$ cat src/rtl/kofn_window_detector.sv
// Per-sample k-of-n popcount threshold feeding a sliding window of hits;
// asserts a registered detect once the window hit count reaches a second threshold.
module kofn_window_detector #(
   parameter  int p_nbits = 3,
   parameter  int p_depth = 4,
   localparam int cw      = $clog2(p_nbits + 1),
   localparam int ww      = $clog2(p_depth + 1),
   localparam int fw      = $clog2(p_depth)
) (
   input  logic               clk,
   input  logic               rst,
   input  logic               clear,
   input  logic               in_val,
   input  logic [p_nbits-1:0] in,
   input  logic [cw-1:0]      thresh,
   input  logic [ww-1:0]      win_thresh,
   output logic [cw-1:0]      count,
   output logic               hit,
   output logic [ww-1:0]      win_count,
   output logic               full,
   output logic               out,
   output logic [7:0]         events
);

   localparam logic [1:0] st_empty = 2'd0;
   localparam logic [1:0] st_fill  = 2'd1;
   localparam logic [1:0] st_full  = 2'd2;

   logic [1:0]         state, state_next;
   logic [fw-1:0]      fill, fill_next;
   logic [p_depth-1:0] window, window_next;
   logic [ww-1:0]      win_count_next;
   logic               oldest;
   logic               out_next;

   always_comb begin
      count = '0;
      for (int i = 0; i < p_nbits; i++) begin
         count = count + cw'(in[i]);
      end
   end

   assign hit = in_val && (count >= thresh);

   // NOTE: every signal gets a default at the top of the block so no path leaves it unassigned (no latches).
   always_comb begin
      state_next     = state;
      fill_next      = fill;
      window_next    = window;
      win_count_next = win_count;
      // Until the window has been filled, the bit falling off the end is reset filler, not a sample.
      oldest         = (state == st_full) && window[p_depth-1];
      if (in_val) begin
         window_next    = {window[p_depth-2:0], hit};
         win_count_next = win_count + ww'(hit) - ww'(oldest);
         case (state)
            st_empty: begin
               state_next = st_fill;
               fill_next  = fw'(1);
            end
            st_fill: begin
               fill_next = fill + fw'(1);
               // fill cannot hold p_depth itself, so test for the sample that would reach it.
               if (fill == fw'(p_depth - 1)) state_next = st_full;
            end
            default: ;
         endcase
      end
      out_next = (state_next == st_full) && (win_thresh != '0) && (win_count_next >= win_thresh);
   end

   // NOTE: sequential state uses non-blocking assignments so all registers update from pre-edge values.
   always_ff @(posedge clk) begin
      if (rst || clear) begin
         state     <= st_empty;
         fill      <= '0;
         window    <= '0;
         win_count <= '0;
         out       <= 1'b0;
         events    <= '0;
      end else begin
         state     <= state_next;
         fill      <= fill_next;
         window    <= window_next;
         win_count <= win_count_next;
         out       <= out_next;
         if (out_next && !out && (events != 8'hff)) events <= events + 8'd1;
      end
   end

   assign full = (state == st_full);

endmodule

$ cat config.mk
export PLATFORM = sky130hd
export DESIGN_NAME = kofn_window_detector
export DESIGN_NICKNAME = d
export VERILOG_FILES = /design/src/rtl/kofn_window_detector.sv
export SDC_FILE = /design/constraint.sdc
export NUM_CORES = 1
export LEC_CHECK = 0
export CAP_MARGIN = 20
export CORE_MARGIN = 1
export CORE_UTILIZATION = 45
export DETAILED_ROUTE_END_ITERATION = 8
export HOLD_SLACK_MARGIN = 0.02
export PLACE_DENSITY = 0.77
export REMOVE_ABC_BUFFERS = 1
export SETUP_SLACK_MARGIN = 0.05
export SLEW_MARGIN = 20
export SYNTH_ARGS = -nofsm -noshare
export SYNTH_HDL_FRONTEND = slang
export SYNTH_SLANG_ARGS = --single-unit
$ cat constraint.sdc
create_clock -name clk -period 5.05 [get_ports clk]
set_input_delay 1.01 -clock clk [delete_from_list [all_inputs] [get_ports clk]]
set_output_delay 1.01 -clock clk [all_outputs]
set_load 0.05 [all_outputs]
==> qor.txt <==
Fraction of final layout cells with drive strength greater than 1: 0.114
Number of standard-cell rows in the floorplan: 18
Area overhead of the layout relative to synthesis: 30.7%
Post-Place Cells: 184
Kind of launch point of the worst setup path: input port
Unique cell type count in the Yosys netlist: 38
Number of filler instances in the final layout: 223
Diodes inserted: 0
Part of the Yosys area used for sequential elements: 0.343
Rel. slew slack: 0.587
Number of H-tree branching levels: 1
Final WS setup: 0.340 ns
Total of cells resized after clock tree synthesis: 0
Post-synthesis cell area: 1170 µm²
Port bufs: 27
Die height: 52.9 µm
Number of nets in the final layout: 182
Num ports: 28
Type of the tightest min-delay check: register to register
Number of antenna violations at the first check in global routing: 0
Post-CTS setup buffer count: 0
Slew of the pin with the lowest slew margin: 0.617 ns
Final hold violations: 0
PD cells: 228 nW/µm²
Number of endpoints failing setup at the final stage: 0
Footprint of the multi-input gates: 692 µm²
Routability-driven placement congestion ratio: 0.783
TritonRoute pass-1 iters: 4
Global-route wire length before repair: 4.04 mm
Post-placement setup slack: -0.0356 ns
Minimum clock period: 4.71 ns
Area of the die: 2800 µm²
Max-slew violation count: 0
Post-DR vias/cell: 5.41
Leakage power total: 0.597 nW
Clock-pin slew on the worst setup and hold paths: 0.11 ns
Post-synthesis sequential element count: 20
Synth area leader: sky130_fd_sc_hd__dfxtp_1
Clock tree root driver cell: sky130_fd_sc_hd__clkbuf_4
Global routing usage summed across all routing layers: 0.200
Clock latency reported for the late side of the worst-skew pair: 0.31 ns
Die X-Extent: 52.9 µm
Number of global-route vias before repair: 988
Top achievable clock speed: 212 MHz
Unrepaired setup endpoints after global routing: false
Final non-filler cell total: 188
Initial Util: 0.475
Number of buffers added by the clock tree synthesis step: 3
Sum of routed wire length over all layers: 2.46 mm
TritonCTS sink count: 20
Final global-route overflow total: 0
Number of synthesis warnings: 0
Final total power: 0.348 mW
Outcome: finished, final reports clean
Synth area leaders: sky130_fd_sc_hd__dfxtp_1 (34%), sky130_fd_sc_hd__ha_1 (9.7%), sky130_fd_sc_hd__mux2i_1 (8.6%)
Critical Setup Path Class: input port to register
Kind of end point of the critical path: register
Wirelength per Cell: 13.1 µm
Clock skew after layout: 0.00154 ns
Detail Placement HPWL: 1.87 mm
Number of antenna-violating nets in the routed design: 0
Post-route DRC: 0
Dominant register cell in the synthesized netlist: sky130_fd_sc_hd__dfxtp_1
First-iteration detailed-routing DRC count: 16
Fraction of synthesized cell area taken by the top area cell type: 0.343
Share of the core filled with cells in the final layout: 0.621
Critical-path maximum fanout: 11
Pin count of the biggest net entering global routing: 14
Hold_buf cts: 0
Share of synthesized flip-flops with an asynchronous set or reset: 0
Required time of the critical path: 5.30 ns
TritonCTS clock tree: yes
Arrival time of the worst setup path: 4.96 ns
Final critical-path share of the clock period: 0.933
Placeable core region: 2450 µm²
Area occupied by registers: 400 µm²
Maximum ir drop on the vdd rail: 0.183 mV
Number of enable flip-flop cells after synthesis: 0
Max Cap Viol: 0
Average footprint of a synthesized cell: 9.18 µm²
Synthesized netlist cell count: 127
Number of vias in the routed layout: 1017
Bufs on Longest Clock Path: 2
-- critical path, stage by stage --
cell and delay (ns):
sky130_fd_sc_hd__clkdlybuf4s50_1 0.46, sky130_fd_sc_hd__inv_1 0.05, sky130_fd_sc_hd__fa_1 0.55, sky130_fd_sc_hd__ha_1 0.22, sky130_fd_sc_hd__nand2b_1 0.15, sky130_fd_sc_hd__a21oi_1 0.18, sky130_fd_sc_hd__nor2b_1 0.08, sky130_fd_sc_hd__ha_1 0.21
sky130_fd_sc_hd__fa_1 0.37, sky130_fd_sc_hd__xnor2_1 0.17, sky130_fd_sc_hd__nand2_1 0.08, sky130_fd_sc_hd__xnor2_1 0.14, sky130_fd_sc_hd__ha_1 0.30, sky130_fd_sc_hd__a21o_2 0.12, sky130_fd_sc_hd__a31oi_1 0.03, sky130_fd_sc_hd__buf_4 0.17
sky130_fd_sc_hd__or4_1 0.51, sky130_fd_sc_hd__a21oi_1 0.14
-- routing by layer --
metal	GRT usage	part of all wire	vias to the layer above
li1	-	-	515
met1	0.229	0.44	463
met2	0.350	0.48	34
met3	0.0345	0.055	5
met4	0.105	0.017	0
met5	0	0	-
-- state kept, by name, indices dropped and copies added (netlist names) --
| signal | cells |
|---|---|
| events | 8 |
| fill | 2 |
| out | 1 |
| state | 2 |
| win_count | 3 |
| window | 4 |
-- synth_stat cells (2+ instances only) --
cell type                   count
sky130_fd_sc_hd__a31oi_1        2
sky130_fd_sc_hd__ha_1           9
sky130_fd_sc_hd__xnor2_1        2
sky130_fd_sc_hd__nand3_1        4
sky130_fd_sc_hd__or3_2          2
sky130_fd_sc_hd__inv_1         13
sky130_fd_sc_hd__a21oi_1        3
sky130_fd_sc_hd__nor4b_1        2
sky130_fd_sc_hd__fa_1           2
sky130_fd_sc_hd__nor4_1         4
sky130_fd_sc_hd__nand2_1       10
sky130_fd_sc_hd__nor3_1         3
sky130_fd_sc_hd__nor2b_1        2
sky130_fd_sc_hd__and2_1         3
sky130_fd_sc_hd__o2111ai_1      2
sky130_fd_sc_hd__o21ai_0        2
sky130_fd_sc_hd__nor2_1         9
sky130_fd_sc_hd__or3_1          4
sky130_fd_sc_hd__mux2i_1       10
sky130_fd_sc_hd__dfxtp_1       20
sky130_fd_sc_hd__nand2b_1       2
-- cells by family after synthesis --
kind of cell	Yosys count	share of synthesized area
fa+ha+maj	11	0.131
buf+inv	16	0.0633
simple gates	52	0.254
compound gates	16	0.107
xor+xnor	2	0.0150
flops	20	0.343
mux	10	0.0858
-- through the flow --
step,setup TNS [ns],area (µm²),hold WS (ns)
floorplan,0,1140,0.450
global placement,0,1470,0.460
detailed placement,-0.0867,1470,0.476
CTS,0,1520,0.494
global route,0,1520,0.524
finish,0,1520,0.488
-- cell usage in the layout (no fill, tap or decap), types with 3 or more instances in the layout --
cell	count
sky130_fd_sc_hd__ha_1	9
sky130_fd_sc_hd__nor3_1	3
sky130_fd_sc_hd__clkdlybuf4s50_1	27
sky130_fd_sc_hd__nand3_1	4
sky130_fd_sc_hd__inv_1	13
sky130_fd_sc_hd__a21oi_1	3
sky130_fd_sc_hd__dfxtp_1	20
sky130_fd_sc_hd__and2_1	3
sky130_fd_sc_hd__buf_4	3
sky130_fd_sc_hd__nor4_1	4
sky130_fd_sc_hd__nor2_1	9
sky130_fd_sc_hd__mux2i_1	10
sky130_fd_sc_hd__or3_1	4
sky130_fd_sc_hd__nand2_1	10
sky130_fd_sc_hd__clkbuf_4	3
-- worst paths after layout --
check / from / end / slack, ns / depth (start not counted)
max: in[0] / events[0] / 0.34 / 18
min: fill[1] / fill[1] / 0.49 / 2
max reg2reg: state[0] / events[0] / 1.57 / 15
min reg2reg: fill[1] / fill[1] / 0.49 / 2
-- report_power, final --
part	total [mW]	switching (mW)	internal (mW)	leakage [nW]
sequential	0.161	0.00147	0.159	0.162
clock	0.132	0.0515	0.0803	0.0279
combinational	0.0553	0.0300	0.0253	0.407
total	0.348	0.0830	0.265	0.597
-- area by class of cell --
| class | count | area share |
|---|---|---|
| Inverter | 13 | 0.0320 |
| Clock inverter | 1 | 0.0197 |
| Tap cell | 30 | 0.0246 |
| Clock buffer | 3 | 0.0148 |
| Timing Repair Buffer | 30 | 0.192 |
| Multi-Input combinational cell | 91 | 0.454 |
| Sequential cell | 20 | 0.263 |
No activity file was read; power rests on OpenSTA's default activity.
==> patch 1: new RTL, same flow settings <==
Change the parameter `p_depth` from 4 to 8.
--- a/src/rtl/kofn_window_detector.sv
+++ b/src/rtl/kofn_window_detector.sv
@@ -4,3 +4,3 @@
    parameter  int p_nbits = 3,
-   parameter  int p_depth = 4,
+   parameter  int p_depth = 8,
    localparam int cw      = $clog2(p_nbits + 1),
Ports: changed (resized win_count and win_thresh); port bits go from 28 to 30. No check against the original RTL was run, so the function may have changed too.
==> patch 1 against the unedited design <==
- the flow now finishes with violations (DRC)
- sequential cell count up 6
- routed wire length is 20% higher
- power increased by 25%
- largest cell class unchanged
- utilization up 4.3 points
- largest power group unchanged
- critical endpoint is now events[7]$_SDFFE_PP0P_
- area after synthesis rose by 20%
- design area increased by 24%
- first-iteration DRC count increased to 3.3 times the old value
- setup slack gained 0.055 ns
- register-to-register slack got worse by 0.35 ns
==> patch 1: results <==
{
  "skew_ns": 0.00314,
  "layout-drive-gt1-share_pct": 15.8,
  "synthFlopType": "dfxtp_1",
  "finalSetupViolCount": 0,
  "htree_num_levels": 1,
  "wl_um": 2940,
  "wl_met1_um": 1320,
  "clk_pin_slew_ns": 0.14,
  "p_leak_nw": 0.801,
  "drc": 1,
  "synth.area.top_cells": "dfxtp_1 (37%), ha_1 (12%), mux2i_1 (7.1%)",
  "rr_startpoint": "state[0]$_SDFF_PP0_",
  "peakVddDrop_mv": 0.167,
  "yosys_warnings": 0,
  "wl_met3_um": 135,
  "violations": "DRC",
  "async_flop_share_pct": 0,
  "post-synth-top-area-cell": "dfxtp_1",
  "hpwl_um": 2110,
  "grt_antenna_before_repair": 0,
  "run_status": "finished with violations",
  "finalNonFillerCells": 227,
  "antennaDiodeCount": 0,
  "grt_pass1_vias": 1140,
  "syn_avg_cell_area_um2": 8.94,
  "cp_max_fo": 6,
  "place_congestion": 0.831,
  "clockBufferDepth": 2,
  "grt_pass1_wl_um": 4730,
  "cp.arrival_ns": 4.92,
  "min_path_type": "reg2reg",
  "dp.cells": 218,
  "crit_slowest_cell": "or4_4",
  "drt_first_pass_iters": 8,
  "hold_end": "fill[2]$_SDFFE_PP0P_",
  "ys_seq_area_share_pct": 37.1,
  "cpLargestDelayFamily": "simple AND/OR/NAND/NOR gates",
  "wl_met2_um": 1460,
  "placed_cell_area_um2": 1750,
  "synth_common_cells": "dfxtp_1 (26), inv_1 (16), nor2_1 (16)",
  "gr-usage-all-layers_pct": 17.9,
  "hold_path.startpoint": "fill[2]$_SDFFE_PP0P_",
  "vias": 1220,
  "fill_cells": 240,
  "numCtsBuffers": 3,
  "critPathMaxStageDelay_ns": 0.58,
  "top_layer": "met4",
  "cts-root-buf": "clkbuf_4",
  "io_buffers": 29,
  "ys_types": 36,
  "worstMarginPinSlew_ns": 0.752,
  "reg2reg_slack_ns": 1.22,
  "hold_depth": 2,
  "reg.largest.list": "events (8), window (8), win_count (4)",
  "worst-r2r-cell-count": 15,
  "ant_nets": 0,
  "grt_max_degree": 23,
  "drtIter0Drc": 52,
  "r2r_end": "events[7]$_SDFFE_PP0P_"
}
==> patch 1: worst max path at each step <==
stage / start / to / slack [ns] / cells past startpoint
floorplan: in[0] / events[5]$_SDFFE_PP0P_ / -0.26 / 15
global placement: in[0] / events[7]$_SDFFE_PP0P_ / -0.29 / 18
detailed placement: in[0] / events[7]$_SDFFE_PP0P_ / -0.41 / 18
CTS: in[0] / events[7]$_SDFFE_PP0P_ / 0.06 / 18
global route: in[2] / events[7]$_SDFFE_PP0P_ / 0.20 / 18
finish: in[2] / events[7]$_SDFFE_PP0P_ / 0.40 / 18
==> patch 1: kinds of logic (layout without fill, tap and decap cells) <==
kind of cell	after synthesis	after routing	synth area share, %
multiplexers	10	10	7.13
AO/OA/AOI/OAI	27	27	11.5
adder cells (fa/ha/maj)	15	15	14.4
AND/OR/NAND/NOR	55	55	21.8
flip-flops	26	26	37.1
buffers and inverters	21	60	6.15
XOR/XNOR	3	3	1.87
==> patch 1: final cells by class <==
| cell class | count | area (um2) | share of cell area, % |
|---|---|---|---|
| clock buffers | 3 | 22.5 | 1.19 |
| clock inverters | 1 | 30.0 | 1.59 |
| inverters | 16 | 60.1 | 3.17 |
| multi-input cells | 110 | 841 | 44.4 |
| flip-flops and latches | 26 | 520 | 27.5 |
| well taps | 31 | 38.8 | 2.05 |
| repair buffers | 40 | 380 | 20.1 |
==> patch 1: timing repair <==
action,4_1_cts,5_1_grt
endpoints found under the setup margin,5,6
buffers inserted,4,1
resized for setup,3,12
pin swaps,4,13
==> patch 1: worst min-delay path: stages, from the launching register on <==
cell,delay (ns)
dfxtp_1,0.34
nand2_1,0.05
a21oi_1,0.05
==> patch 1: stage by stage <==
step                      hold slack [ns]  setup slack, ns  power [mW]  setup TNS, ns
after global placement              0.443           -0.285       0.281          -1.39
after floorplan                     0.436           -0.258       0.252         -0.876
after detailed placement            0.457           -0.412       0.283          -2.24
after CTS                           0.476           0.0562       0.431              0
final                               0.473            0.395       0.435              0
after global routing                0.498            0.199       0.454              0
==> patch 1: report_power, final <==
| part | internal [mW] | total, mW | switching [mW] |
|---|---|---|---|
| Sequential | 0.207 | 0.210 | 0.00227 |
| Clock | 0.0803 | 0.144 | 0.0633 |
| Combinational | 0.0397 | 0.0815 | 0.0417 |
==> patch 1: routing by layer <==
| layer | global-route usage, % | vias up |
|---|---|---|
| li1 | - | 620 |
| met1 | 22.2 | 568 |
| met2 | 31.2 | 28 |
| met3 | 4.46 | 4 |
| met4 | 4.42 | 0 |
| met5 | 0 | - |
==> patch 2: new RTL, config.mk and constraints unchanged <==
Without the edit above. Add an input register stage for `thresh` and `win_thresh`, without a reset; this delays them by one clock. The other inputs are not delayed to match.
--- a/src/rtl/kofn_window_detector.sv
+++ b/src/rtl/kofn_window_detector.sv
@@ -28,2 +28,10 @@
 
+   logic [cw-1:0] thresh_q;
+   logic [ww-1:0] win_thresh_q;
+
+   always_ff @(posedge clk) begin
+      thresh_q     <= thresh;
+      win_thresh_q <= win_thresh;
+   end
+
    logic [1:0]         state, state_next;
@@ -42,3 +50,3 @@
 
-   assign hit = in_val && (count >= thresh);
+   assign hit = in_val && (count >= thresh_q);
 
@@ -68,3 +76,3 @@
       end
-      out_next = (state_next == st_full) && (win_thresh != '0) && (win_count_next >= win_thresh);
+      out_next = (state_next == st_full) && (win_thresh_q != '0) && (win_count_next >= win_thresh_q);
    end
Check against the original RTL: not equivalent (a bounded check fails within 4 cycles, from zero or initial values).
==> patch 2 against the unedited design <==
- setup slack lost 0.074 ns
- critical path type unchanged
- area after synthesis grew 8.6%
- count of clock-buffer cells in the layout is the same
- highest routed layer unchanged
- power grew 0.54%
- global-route usage shrank 2.5 points
- sequential share of layout area grew 5.1 points
- design area grew 4.7%
- non-clock buffer count shrank 1
- sequential cell count grew 5
- largest power group unchanged
- routed wire length is essentially flat
- via count grew 0.69%
==> patch 2: results <==
{
  "run_status": "completed",
  "crit_slowest_cell": "fa_1",
  "finalNonFillerCells": 192,
  "power_switching_mw": 0.0944,
  "cpLargestDelayFamily": "adder cells",
  "antennaDiodeCount": 0,
  "synth_xor_area_share_pct": 1.38,
  "grt_pass1_vias": 938,
  "layout-drive-gt1-share_pct": 11.1,
  "grt_max_degree": 15,
  "avgViaCountPerCell": 5.33,
  "placed_cell_area_um2": 1560,
  "met2_usage_pct": 32.7,
  "p_comb_mw": 0.0551,
  "post-synth-top-area-cell": "dfxtp_1",
  "wl_met2_um": 1170,
  "fill_cells": 217,
  "clkLatencyLatePin_ns": 0.33,
  "areaGrowthSynthToFinish_pct": 26.0,
  "postCtsSetupRepairBufs": 0,
  "async_flop_share_pct": 0,
  "fmax_mhz": 209,
  "grt_antenna_before_repair": 0,
  "clockPowerShare_pct": 26.2,
  "p_leak_nw": 0.624,
  "relSlewSlack_pct": 59.8,
  "max_cap_violations": 0,
  "fin_nets": 186,
  "peakVddDrop_mv": 0.172,
  "reg2reg_slack_ns": 1.49,
  "clockBufferDepth": 2,
  "synth-compound-area-share_pct": 9.88,
  "skew_ns": 0.0159,
  "use_met1_pct": 18.7,
  "gr-usage-all-layers_pct": 17.5,
  "whs_ns": 0.500,
  "io_buffers": 27,
  "wl_met3_um": 114,
  "grt_pass1_wl_um": 3710,
  "clk_pin_slew_ns": 0.15,
  "synthMuxAreaShare_pct": 7.91,
  "min_path_type": "reg2reg",
  "wl_met1_um": 1140,
  "wl_um": 2460,
  "p_int_mw": 0.255,
  "place_ws_ns": -0.0638,
  "place_congestion": 0.796,
  "met3_usage_pct": 2.73,
  "ys_seq_area_share_pct": 39.5,
  "synth_common_cells": "dfxtp_1 (25), inv_1 (13), mux2i_1 (10), nand2_1 (10)",
  "yosys_warnings": 0,
  "reg.largest.list": "events (8), window (4)",
  "hpwl_um": 1880,
  "cp.arrival_ns": 5.03,
  "syn_avg_cell_area_um2": 9.59,
  "critPathMaxStageDelay_ns": 0.51,
  "synth_fa_ha_area_share_pct": 12.1,
  "drtIter0Drc": 7,
  "synth.area.top_cells": "dfxtp_1 (40%), ha_1 (8.9%), mux2i_1 (7.9%)"
}
[patch 2: cell types whose count changed after synthesis, sizes merged]
| cell | unedited run | this run |
|---|---|---|
| dfxtp | 20 | 25 |
[patch 2: path summary, 6_finish.rpt]
kind | startpoint | end | cells past startpoint
worst max-delay path | in[0] | events[0]$_SDFFE_PP0P_ | 18
worst min-delay path | events[5]$_SDFFE_PP0P_ | events[5]$_SDFFE_PP0P_ | 2
worst max register to register | state[0]$_SDFF_PP0_ | events[0]$_SDFFE_PP0P_ | 15
worst min register to register | events[5]$_SDFFE_PP0P_ | events[5]$_SDFFE_PP0P_ | 2
[patch 2: final cells by class]
| type | instances | share of cell area (%) |
|---|---|---|
| Multi-Input combinational cell | 91 | 43.6 |
| Sequential cell | 25 | 31.4 |
| Timing Repair Buffer | 29 | 17.9 |
| Inverter | 13 | 3.06 |
| Tap cell | 30 | 2.35 |
| Clock buffer | 3 | 1.41 |
| Clock inverter | 1 | 0.314 |
